$ cat src/rtl/keypad_scan_if.sv
// -----------------------------------------------------------------------------
// keypad_scan_if
// Pin/consumer bundle of the 4x4 keypad scanner.
//   row       : keypad rows, active-low, asynchronous to clk (driven by the board)
//   col       : column drive, active-low one-hot (driven by the scanner)
//   key_value : code of the last accepted key, 16 = none since reset
//   flag      : one-cycle pulse marking a newly accepted key
// Modports:
//   master : the scanner side (samples row, drives col/key_value/flag)
//   slave  : the board/consumer side
// -----------------------------------------------------------------------------
interface keypad_scan_if;
    logic [3:0] row;
    logic [3:0] col;
    logic [4:0] key_value;
    logic       flag;

    modport master (input row, output col, output key_value, output flag);
    modport slave  (output row, input col, input key_value, input flag);
endinterface

$ cat src/rtl/keypad_scan.sv
// -----------------------------------------------------------------------------
// keypad_scan
// 4x4 matrix keypad scanner and press/release debouncer. Walks an active-low
// column across the matrix, samples the synchronized rows at the end of each
// column dwell, debounces the press, emits one flag pulse with the key code
// (row_idx*4 + col_idx) and then debounces the release before scanning again.
//
// Parameters:
//   SCAN_DIV     : cycles each column is driven before its rows are sampled
//   DEBOUNCE_CNT : consecutive stable cycles to accept a press or a release
//   REPEAT_CNT   : auto-repeat period while a key is held (KEY_REPEAT_EN only)
//
// Ports:
//   clk   : system clock, rising edge
//   rst_n : asynchronous active-low reset
//   kp    : keypad_scan_if.master (row in; col, key_value, flag out)
//
// Build option:
//   KEY_REPEAT_EN : when defined, a held key re-pulses flag every REPEAT_CNT
//                   cycles with key_value unchanged.
// -----------------------------------------------------------------------------
module keypad_scan #(
    parameter logic [15:0] SCAN_DIV     = 16'd1000,
    parameter logic [19:0] DEBOUNCE_CNT = 20'd500000,
    parameter logic [23:0] REPEAT_CNT   = 24'd5000000
) (
    input  logic          clk,
    input  logic          rst_n,
    keypad_scan_if.master kp
);

    typedef enum logic [1:0] {
        ST_SCAN,
        ST_PRESS_DB,
        ST_HOLD,
        ST_REL_DB
    } state_t;

    state_t      state;
    logic [3:0]  row_m;
    logic [3:0]  row_s;
    logic [1:0]  col_idx;
    logic [1:0]  row_idx;
    logic [15:0] scan_cnt;
    logic [19:0] db_cnt;
    logic [4:0]  key_value_q;
    logic        flag_q;

`ifdef KEY_REPEAT_EN
    logic [23:0] rep_cnt;
`else
    // Repeat period is meaningless without the repeat feature; fold it into
    // a deliberately unused net so the parameter list stays uniform.
    logic unused_repeat_cnt;
    assign unused_repeat_cnt = ^REPEAT_CNT;
`endif

    // Lowest-index low row wins when several keys share the sampled column.
    function automatic logic [1:0] lowest_low(input logic [3:0] r);
        if (!r[0])      lowest_low = 2'd0;
        else if (!r[1]) lowest_low = 2'd1;
        else if (!r[2]) lowest_low = 2'd2;
        else            lowest_low = 2'd3;
    endfunction

    // Rows idle high, so the synchronizer resets to "no key" rather than 0,
    // which would look like every row pressed.
    always_ff @(posedge clk or negedge rst_n) begin
        if (!rst_n) begin
            row_m <= 4'hF;
            row_s <= 4'hF;
        end else begin
            // NOTE: registers take non-blocking assignments so every flop
            // samples pre-edge values regardless of statement order.
            row_m <= kp.row;
            row_s <= row_m;
        end
    end

    always_ff @(posedge clk or negedge rst_n) begin
        if (!rst_n) begin
            state       <= ST_SCAN;
            col_idx     <= 2'd0;
            row_idx     <= 2'd0;
            scan_cnt    <= 16'd0;
            db_cnt      <= 20'd0;
            key_value_q <= 5'd16;
            flag_q      <= 1'b0;
`ifdef KEY_REPEAT_EN
            rep_cnt     <= 24'd0;
`endif
        end else begin
            flag_q <= 1'b0;
            unique case (state)
                ST_SCAN: begin
                    if (scan_cnt == SCAN_DIV - 16'd1) begin
                        scan_cnt <= 16'd0;
                        if (row_s != 4'hF) begin
                            row_idx <= lowest_low(row_s);
                            db_cnt  <= 20'd0;
                            state   <= ST_PRESS_DB;
                        end else begin
                            col_idx <= col_idx + 2'd1;
                        end
                    end else begin
                        scan_cnt <= scan_cnt + 16'd1;
                    end
                end

                ST_PRESS_DB: begin
                    // Column stays frozen; only the latched row is watched.
                    if (row_s[row_idx]) begin
                        col_idx <= col_idx + 2'd1;
                        state   <= ST_SCAN;
                    end else if (db_cnt == DEBOUNCE_CNT - 20'd1) begin
                        key_value_q <= {1'b0, row_idx, col_idx};
                        flag_q      <= 1'b1;
                        state       <= ST_HOLD;
                    end else begin
                        db_cnt <= db_cnt + 20'd1;
                    end
                end

                ST_HOLD: begin
                    if (row_s == 4'hF) begin
                        db_cnt <= 20'd0;
                        state  <= ST_REL_DB;
`ifdef KEY_REPEAT_EN
                        rep_cnt <= 24'd0;
                    end else if (rep_cnt == REPEAT_CNT - 24'd1) begin
                        flag_q  <= 1'b1;
                        rep_cnt <= 24'd0;
                    end else begin
                        rep_cnt <= rep_cnt + 24'd1;
`endif
                    end
                end

                ST_REL_DB: begin
                    // Any low row means the release was a bounce.
                    if (row_s != 4'hF) begin
                        state <= ST_HOLD;
                    end else if (db_cnt == DEBOUNCE_CNT - 20'd1) begin
                        col_idx  <= 2'd0;
                        scan_cnt <= 16'd0;
                        state    <= ST_SCAN;
                    end else begin
                        db_cnt <= db_cnt + 20'd1;
                    end
                end

                default: state <= ST_SCAN;
            endcase
        end
    end

    assign kp.col       = 4'b1111 ^ (4'b0001 << col_idx);
    assign kp.key_value = key_value_q;
    assign kp.flag      = flag_q;

endmodule
$ cat src/flat_wrapper.sv
// flat-port wrapper written by rule: the top's interface ports become plain ports
module keypad_scan_flat 
#(
    parameter logic [15:0] SCAN_DIV     = 16'd1000,
    parameter logic [19:0] DEBOUNCE_CNT = 20'd500000,
    parameter logic [23:0] REPEAT_CNT   = 24'd5000000
)
  (clk, rst_n, kp_row, kp_col, kp_key_value, kp_flag);
  keypad_scan_if kp_i ();
  input  logic clk;
  input  logic rst_n;
  input wire logic [$bits(kp_i.row)-1:0] kp_row;
  output wire logic [$bits(kp_i.col)-1:0] kp_col;
  output wire logic [$bits(kp_i.key_value)-1:0] kp_key_value;
  output wire logic [$bits(kp_i.flag)-1:0] kp_flag;
  assign kp_i.row = kp_row;
  assign kp_col = kp_i.col;
  assign kp_key_value = kp_i.key_value;
  assign kp_flag = kp_i.flag;
  keypad_scan #(.SCAN_DIV(SCAN_DIV), .DEBOUNCE_CNT(DEBOUNCE_CNT), .REPEAT_CNT(REPEAT_CNT)) u_core (.clk(clk), .rst_n(rst_n), .kp(kp_i));
endmodule
$ cat config.mk
export PLATFORM = sky130hd
export DESIGN_NAME = keypad_scan_flat
export DESIGN_NICKNAME = d
export VERILOG_FILES = /design/src/rtl/keypad_scan_if.sv /design/src/rtl/keypad_scan.sv /design/src/flat_wrapper.sv
export SDC_FILE = /design/constraint.sdc
export NUM_CORES = 1
export LEC_CHECK = 0
export ABC_CLOCK_PERIOD_IN_PS = 6450
export CORE_ASPECT_RATIO = 1.4
export CORE_UTILIZATION = 56
export CTS_CLUSTER_DIAMETER = 50
export DETAILED_ROUTE_END_ITERATION = 10
export GPL_TIMING_DRIVEN = 0
export HOLD_SLACK_MARGIN = 0.08
export PLACE_DENSITY = 0.73
export SYNTH_ARGS = -nofsm -noshare
export SYNTH_HDL_FRONTEND = slang
export SYNTH_SLANG_ARGS = --single-unit
$ cat constraint.sdc
create_clock -name clk -period 6.45 [get_ports clk]
set_input_delay 0.645 -clock clk [delete_from_list [all_inputs] [get_ports clk]]
set_output_delay 0.645 -clock clk [all_outputs]
set_load 0.02 [all_outputs]
Word-level counts from Yosys, hierarchy flattened:

Index checks and enable logic that the tools add are counted.
W data, S select, Z words.

* $add $sub $neg: 3
* $lt $le $gt $ge: 1
* equal/unequal tests: 17
* shift operators: 1
* multiplexer cells: 32
* bitwise operators: 2
* reduce and logical (&&, ||, !) cells: 9

Operator list (number)
* $mux W20: 6
* $pmux W20 S4: 1
* $mux W16: 3
* $pmux W16 S2: 1
* $mux W2: 13
* $add A20 B1 Y20 const B: 1
* $eq A20 B19 Y1 const B: 1
* $add A16 B1 Y16 const B: 1
* $eq A16 B10 Y1 const B: 1
* $ne A2 B1 Y1 const B: 5
* $reduce_and A5 Y1: 2
* $reduce_and A3 Y1: 3
* $pmux W2 S4: 1
* $ne A2 B2 Y1 const B: 3
* $ne A3 B1 Y1 const B: 2
* $pmux W2 S3: 1
* $reduce_and A6 Y1: 1
* $mux W1: 5
* $eq A2 B2 Y1 const B: 2
* $eq A4 B4 Y1 const B: 1
* $ne A4 B4 Y1 const B: 1
* $not A4 Y4: 1
* $shl A1 B2 Y4 const A: 1
* $lt A2 B3 Y1 const B: 1
* 7 further kinds: 7

* register bits after elaboration: 56

Logic depth before layout (Yosys ltp):

Gate-level depths: netlist of run 1.

* word-level depth: 4
* gate-level depth with buffers: 8
* mapped depth without buffers: 7

Worst setup path after synthesis of run 1:

No wires, ideal clock.

* path kind: reg2reg
* start point: reg u_core.db_cnt[6]
* end point: reg u_core.key_value_q[0], in the netlist u_core.kp.key_value[0]
* library setup time: 125 ps
* data arrival time: 2149 ps
* data required time: 6325 ps
* path slack: 4176 ps
* stages on the path, launching flop included: 7
* path buffers: 1
* cell sequence: dfrtp_1 -> buf_6 -> or4b_4 -> nor4_4 -> or3b_4 -> nor2_8 -> mux2_4

* word-level cells in the longest chain between the ends: 2

RTL lines
* start: declaration: line keypad_scan.sv:45 `logic [19:0] db_cnt;`
* start signal: assignment: line keypad_scan.sv:120 `db_cnt <= db_cnt + 20'd1;`
* start signal: assignment: line keypad_scan.sv:148 `db_cnt <= db_cnt + 20'd1;`
* $eq A20 B19 Y1: line keypad_scan.sv:115 `end else if (db_cnt == DEBOUNCE_CNT - 20'd1) begin`
* $reduce_and A3 Y1 (no source line)
* end signal: assignment: line keypad_scan.sv:116 `key_value_q <= {1'b0, row_idx, col_idx};`
* end: declaration: line keypad_scan.sv:46 `logic [4:0] key_value_q;`

No other way between the ends.
A chain may end at the register's enable or synchronous reset.

Worst setup path after layout of run 1:

* start point: reg u_core.db_cnt[5]
* end point: reg u_core.key_value_q[0], in the netlist u_core.kp.key_value[0]

The elaborated chain is that of the path after synthesis.

==> flow_summary_export.csv, run 1 <==
group,metric,value,unit
floorplanning,design.core.area,5280,sq um
power,netSwitchingPower,123,uW
synthesis,post_synth.cell_area_avg,9.90,sq um
sta,hold_slack,0.277,ns
worst_setup_path,worst_setup_path_end_kind,"flip-flop",
routing,route.detailed.drc,0,
routing,antenna_violating_nets_post_route,0,
finish,layout.nets,351,
flow_run,timing.max_cap.violations,0,
grt,antenna_violations_before_repair,0,
worst_setup_path,crit_fanout,10,
placed_design,placedCellCount,398,
sta,part_of_the_cycle_the_worst_path_needs,38.9,%
power,peakVddDrop,0.103,mV
grt,grt_start_max_net_pins,38,
synthesis,synth_area_leaders,"sky130_fd_sc_hd__dfrtp_1, sky130_fd_sc_hd__dfstp_2, sky130_fd_sc_hd__o21ai_0",
synthesis,synth_top_area_share,37.6,%
finish,area_delta_synth_final,11.4,%
sta,fmax,398,MHz
clock_network,cts_hold_bufs,0,
synthesis,synth_cell_type_count,63,
clock_network,cts.root.buffer_cell,"sky130_fd_sc_hd__clkbuf_8",
finish,drive_above_1_share,15.3,%
routing,detailroute.via_count,2588,
sta,finalSetupViolCount,0,
synthesis,synth.net_count,328,
synthesis,netlist_area,3130,sq um
synthesis,netlist_top_cells_count,"sky130_fd_sc_hd__dfrtp_1, sky130_fd_sc_hd__nand2_1, sky130_fd_sc_hd__o21ai_0",
power,power_density,172,nW/um^2
sta,finClkSkew,0.0100,ns
synthesis,synth_enable_flop_cells,0,
synthesis,yosys_most_used_dff,"sky130_fd_sc_hd__dfrtp_1",
clock_network,postCtsSetupRepairBufs,0,
worst_setup_path,ff2ff_path_depth,6,
power,p_comb_share,2.3,%
finish,fill_cells,460,
routing,detail_route.wirelength,7.31,mm
worst_setup_path,setup.worst_path.class,"reg -> reg",
clock_network,cts_repair_resize_count,0,
worst_setup_path,cp-startpoint,"u_core.db_cnt[5]",
sta,worst_slew_pin_tran,0.964,ns
floorplanning,initial_core_util,59.3,%
floorplanning,chipWidth,65.2,um
sta,slew_violations,0,
synthesis,yosys.area.top_type,"sky130_fd_sc_hd__dfrtp_1",
clock_network,htree_num_levels,2,
power,swShare,20.6,%
sta,max_slew_margin,35.0,%
placed_design,place_congestion,0.932,
finish,finalNonFillerCells,406,
synthesis,yosys_register_bits,56,
worst_setup_path,cp_data_required_time,6.65,ns
floorplanning,die_area,5890,sq um
finish,insertedDiodeCount,0,
clock_network,clock-sinks,56,
floorplanning,chipHeight,90.4,um
clock_network,clk_transition_reported_paths,0.10,ns
outcome,status,"finished, final reports clean",
routing,dr.first_iter.drc_count,254,
clock_network,tritoncts,"built",
placed_design,port-buffer-count,15,
grt,globalRoute.totalOverflow,0,
floorplanning,io_pins,16,
min_path,hp-class,"in -> async",
sta,fin_crit,2.51,ns
worst_setup_path,slack_of_the_worst_reg_to_reg_path,3.94,ns
synthesis,synth_cells,316,
clock_network,clk_latency,0.31,ns
worst_setup_path,worst_setup_path_endpoint,"u_core.kp.key_value[0]",
placed_design,post_detailed_placement_half_perimeter_wirelength,5.31,mm
synthesis,postSynth.asyncResetShare,100,%
clock_network,cts_made_buffers,5,
worst_setup_path,critPathLaunchType,"flip-flop",
power,share_clk_of_total_power,38.1,%
power,share_seq_of_total_power,59.7,%
clock_network,clock_tree.buffer_depth,2,
sta,totalNegativeSetupSlack,0,ns
grt,number_of_global_route_vias_before_repair,2587,
grt,grtUsageTotal,27.2,%
power,internal-power,475,uW
routing,drtPass1Iterations,5,
floorplanning,placementRows,31,
grt,grt_pass1_wl,12.4,mm
synthesis,ys_seq_area_share,45.2,%
power,p_leak,1.38,nW
sta,unrepaired_setup_endpoints_after_global_routing,"no",
synthesis,synth_most_common_cell,"sky130_fd_sc_hd__dfrtp_1",
synthesis,synth_warnings,0,
sta,timing_hold_violations_final,0,
worst_setup_path,ff_to_ff_end,"u_core.kp.key_value[0]",
routing,vias_per_cell,6.37,
routing,wl_per_cell,18.0,um
worst_setup_path,cp.arrival,2.71,ns
worst_setup_path,worst_r2r_startpoint,"u_core.db_cnt[5]",
layer usage:
| metal | track usage (%) | vias up | wire length, um |
|---|---|---|---|
| met5 | 0 | - | 0 |
| met2 | 47.8 | 79 | 3860 |
| li1 | - | 1249 | - |
| met3 | 4.55 | 13 | 280 |
| met1 | 31.4 | 1247 | 3010 |
| met4 | 12.1 | 0 | 168 |
flip-flops by register name, summed over array words and instances (netlist names):
name	flops
u_core.kp.flag	1
u_core.col_idx	2
u_core.row_idx	2
u_core.db_cnt	20
u_core.row_m	4
u_core.scan_cnt	16
u_core.kp.key_value	5
u_core.row_s	4
u_core.state	2
worst max-delay path, cell delays in order (launching register included):
cell,delay [ns]
sky130_fd_sc_hd__dfrtp_1,0.37
sky130_fd_sc_hd__clkbuf_1,0.22
sky130_fd_sc_hd__or4b_1,0.60
sky130_fd_sc_hd__nor4_4,0.27
sky130_fd_sc_hd__or3b_4,0.47
sky130_fd_sc_hd__nor2_8,0.16
sky130_fd_sc_hd__mux2_4,0.32
final cells by class:
class	instances	area [sq um]	share of cell area [%]
tap	66	82.6	2.37
clock buffer	6	72.6	2.08
sequential	56	1410	40.6
timing repair buffer	16	165	4.74
multi-input combinational	232	1590	45.6
inverter	14	52.6	1.51
clock inverter	2	35.0	1.01
buffer	14	73.8	2.12
worst min path at each step:
stage                                   end  slack [ns]  cells after the start
after CTS                 u_core.db_cnt[18]        0.30                      1
after detailed placement    u_core.row_s[1]        0.35                      0
after global placement      u_core.row_s[3]        0.35                      0
after floorplan           u_core.col_idx[0]        0.35                      0
after global routing      u_core.db_cnt[18]        0.31                      1
final                     u_core.db_cnt[18]        0.28                      1
kinds of logic (layout without fill, tap and decap cells):
group	count (synthesis)	count (layout)	share of synthesized area, %
AND/OR/NAND/NOR	135	135	26.2
AO/OA/AOI/OAI	77	77	17.2
flip-flops	56	56	45.2
buffers and inverters	28	52	4.04
multiplexers	10	10	3.92
adder cells (fa/ha/maj)	6	6	2.40
XOR/XNOR	4	4	1.12
metrics by stage:
step | util [%] | setup WS, ns | instance area [sq um] | power [mW]
2_1_floorplan | - | 4.18 | 3130 | 0.366
3_3_place_gp | 63.7 | 3.01 | 3360 | 0.377
3_5_place_dp | 64.0 | 3.98 | 3380 | 0.378
4_1_cts | 66.0 | 3.96 | 3480 | 0.603
5_1_grt | 66.0 | 3.79 | 3480 | 0.617
6_report | 66.0 | 3.94 | 3480 | 0.599
power groups by stage:
stage               combinational (mW)  clock [mW]  sequential, mW
floorplan                      0.00218           0           0.363
global route                    0.0157       0.244           0.358
finish                          0.0136       0.228           0.357
global placement                0.0128           0           0.364
detailed placement              0.0143           0           0.364
CTS                             0.0143       0.231           0.357
placed cells by master, fill, tap and decap left out, types with 4 or more instances in the layout:
master                            synthesis  final
sky130_fd_sc_hd__mux2_4                   4      4
sky130_fd_sc_hd__clkbuf_8                 0      5
sky130_fd_sc_hd__mux2i_1                  4      4
sky130_fd_sc_hd__dfrtp_1                 47     47
sky130_fd_sc_hd__buf_2                    5      6
sky130_fd_sc_hd__a31oi_1                  7      7
sky130_fd_sc_hd__o311ai_0                 5      5
sky130_fd_sc_hd__inv_1                   12     12
sky130_fd_sc_hd__nor2_1                  18     18
sky130_fd_sc_hd__ha_1                     6      6
sky130_fd_sc_hd__o21ai_0                 23     23
sky130_fd_sc_hd__nor3_1                   8      8
sky130_fd_sc_hd__nand3_1                 21     21
sky130_fd_sc_hd__clkbuf_1                 7      8
sky130_fd_sc_hd__clkdlybuf4s50_1          0     14
sky130_fd_sc_hd__dfstp_2                  9      9
sky130_fd_sc_hd__nand2_1                 30     30
sky130_fd_sc_hd__nand4_1                 12     12
sky130_fd_sc_hd__nor2b_1                  4      4
sky130_fd_sc_hd__a21oi_1                 10     10
sky130_fd_sc_hd__o31ai_1                  8      8
sky130_fd_sc_hd__nor4_1                   9      9
(Power assumes the default switching activity.)
==> inputs of run 2 (changes only) <==
ABC_CLOCK_PERIOD_IN_PS = 2330   (was 6450)
clock period = 2.33 ns   (was 6.45 ns; I/O delays follow)
==> run 2 against run 1 <==
Net effect: via count is 6.6% higher; die area is the same; critical path depth decreased by 1; critical path type unchanged; sequential share of layout area shrank 3.0 points; utilization up 5.6 points; the run now ends with setup timing left; clock power increased to 2.8 times the previous value; maximum frequency increased by 5.9%.
==> flow_summary_export.csv, run 2 (same netlist as run 1, synthesis figures left out) <==
group,metric,value,unit
grt,grtUsageTotal,28.1,%
sta,fmax,422,MHz
finish,largest_reg_flops,20,
power,internal-power,1.32,mW
sta,part_of_the_cycle_the_worst_path_needs,102,%
finish,layout.nets,374,
outcome,violations,"setup timing",
power,p_leak,1.56,nW
clock_network,tritoncts,"built",
floorplanning,chipHeight,90.4,um
routing,drtPass1Iterations,5,
routing,detail_route.wirelength,7.87,mm
routing,route.detailed.drc,0,
sta,timing_hold_violations_final,0,
routing,antenna_violating_nets_post_route,0,
grt,grt_start_max_net_pins,38,
finish,final_util,71.6,%
sta,fin_crit,2.37,ns
sta,timing.final.ws_setup,-0.0401,ns
sta,finalSetupViolCount,4,
routing,dr.first_iter.drc_count,278,
power,share_seq_of_total_power,59.5,%
routing,wl_per_cell,18.4,um
finish,fill_cells,423,
placed_design,place_congestion,0.932,
power,share_clk_of_total_power,37.9,%
finish,area_delta_synth_final,20.8,%
power,netSwitchingPower,341,uW
floorplanning,design.core.area,5280,sq um
power,peakVddDrop,0.286,mV
flow_run,timing.max_cap.violations,0,
finish,drive_above_1_share,25.9,%
clock_network,clock-sinks,56,
floorplanning,io_pins,16,
routing,detailroute.via_count,2758,
placed_design,post_detailed_placement_half_perimeter_wirelength,5.31,mm
min_path,hp-class,"in -> reg",
grt,globalRoute.totalOverflow,0,
finish,layout_common_cells,"sky130_fd_sc_hd__dfrtp_1, sky130_fd_sc_hd__nand2_1, sky130_fd_sc_hd__o21ai_0, sky130_fd_sc_hd__buf_4, sky130_fd_sc_hd__nand3_1",
power,finalPower,1.66,mW
grt,antenna_violations_before_repair,0,
power,swShare,20.5,%
worst_setup_path,crit_fanout,6,
sta,unrepaired_setup_endpoints_after_global_routing,"yes",
sta,worst_slew_pin_tran,0.690,ns
grt,number_of_global_route_vias_before_repair,2667,
clock_network,clk_latency,0.31,ns
sta,slew_violations,0,
finish,registers.top_by_ff_count,"u_core.db_cnt",
finish,layout.cells.most_common,"sky130_fd_sc_hd__dfrtp_1",
grt,grt_pass1_wl,12.7,mm
clock_network,htree_num_levels,2,
sta,max_slew_margin,53.6,%
worst_setup_path,cp_data_required_time,2.53,ns
floorplanning,die_area,5890,sq um
routing,vias_per_cell,6.43,
outcome,status,"finished, violations left",
worst_setup_path,setup.worst_path.class,"reg -> reg",
clock_network,clock_tree.buffer_depth,2,
floorplanning,chipWidth,65.2,um
sta,finClkSkew,0.00830,ns
placed_design,port-buffer-count,15,
worst_setup_path,cp.arrival,2.57,ns
clock_network,cts_made_buffers,5,
power,power_density,440,nW/um^2
worst_setup_path,worst_setup_path_end_kind,"flip-flop",
worst_setup_path,critPathLaunchType,"flip-flop",
finish,insertedDiodeCount,0,
clock_network,clk_transition_reported_paths,0.09,ns
floorplanning,initial_core_util,59.3,%
floorplanning,placementRows,31,
power,p_comb_share,2.6,%
clock_network,cts.root.buffer_cell,"sky130_fd_sc_hd__clkbuf_8",
run 2: cell count changes in the layout (fill, tap and decap cells not counted), moves of 2 or more:
cell / delta
sky130_fd_sc_hd__nor4_2: +3
sky130_fd_sc_hd__clkbuf_4: +2
sky130_fd_sc_hd__buf_4: +22
sky130_fd_sc_hd__clkbuf_1: -4
sky130_fd_sc_hd__dfrtp_2: +6
sky130_fd_sc_hd__nor4_1: -4
sky130_fd_sc_hd__dfrtp_1: -6
run 2: worst paths after layout:
| path | startpoint | endpoint | slack [ns] | cells after the start |
|---|---|---|---|---|
| setup / recovery | u_core.db_cnt[9] | u_core.kp.key_value[0] | -0.04 | 5 |
| hold / removal | kp_row[3] | u_core.row_m[3] | 0.32 | 1 |
| min in group asynchronous | rst_n | u_core.db_cnt[18] | 0.41 | 2 |
| max in group asynchronous | rst_n | u_core.row_s[0] | 1.29 | 3 |
| hold reg to reg | u_core.row_m[3] | u_core.row_s[3] | 0.36 | 0 |
| setup reg to reg | u_core.db_cnt[9] | u_core.kp.key_value[0] | -0.04 | 5 |
run 2: repair_timing:
action                     4_1_cts  5_1_grt
hold endpoints to repair        18        0
hold buffers                     1        0
pin swaps                        4        8
setup buffers                    9       15
resized for setup                9       25
setup endpoints to repair       30       35
run 2: through the flow:
stage,hold WS (ns),instance area (sq um),instances,setup WS (ns),TNS [ns]
floorplan,-0.0626,3130,316,0.0559,0
global placement,0.347,3360,397,-0.696,-34.53
detailed placement,0.231,3380,398,-0.144,-1.83
CTS,0.314,3590,415,-0.0991,-0.363
global route,0.317,3780,429,-0.128,-0.618
finish,0.320,3780,429,-0.0401,-0.134
run 2: worst max-delay path: stages, from the launching register on:
cell                      delay, ns
sky130_fd_sc_hd__dfrtp_2       0.45
sky130_fd_sc_hd__or4b_4        0.54
sky130_fd_sc_hd__nor4_4        0.33
sky130_fd_sc_hd__or3b_4        0.46
sky130_fd_sc_hd__nor2_8        0.16
sky130_fd_sc_hd__mux2_4        0.32
run 2: power by group through the flow:
stage / clock, mW / combinational, mW / sequential, mW
CTS: 0.640 / 0.0435 / 0.989
global placement: 0 / 0.0354 / 1.01
global route: 0.675 / 0.0486 / 0.990
finish: 0.629 / 0.0431 / 0.988
floorplan: 0 / 0.00605 / 1.01
detailed placement: 0 / 0.0397 / 1.01
run 2: routing by layer:
layer	GRT usage, %	vias up	routed length, um
li1	-	1289	-
met2	49.6	116	4080
met5	0	-	0
met1	32.1	1320	3150
met3	4.67	33	339
met4	12.9	0	308
run 2: area by class of cell:
| type | instances | area [sq um] | share of cell area [%] |
|---|---|---|---|
| Inverter | 14 | 52.6 | 1.39 |
| Clock buffer | 6 | 72.6 | 1.92 |
| Multi-Input combinational cell | 232 | 1670 | 44.2 |
| Sequential cell | 56 | 1420 | 37.6 |
| Buffer | 12 | 73.8 | 1.95 |
| Timing Repair Buffer | 41 | 372 | 9.84 |
| Tap cell | 66 | 82.6 | 2.19 |
| Clock inverter | 2 | 35.0 | 0.927 |
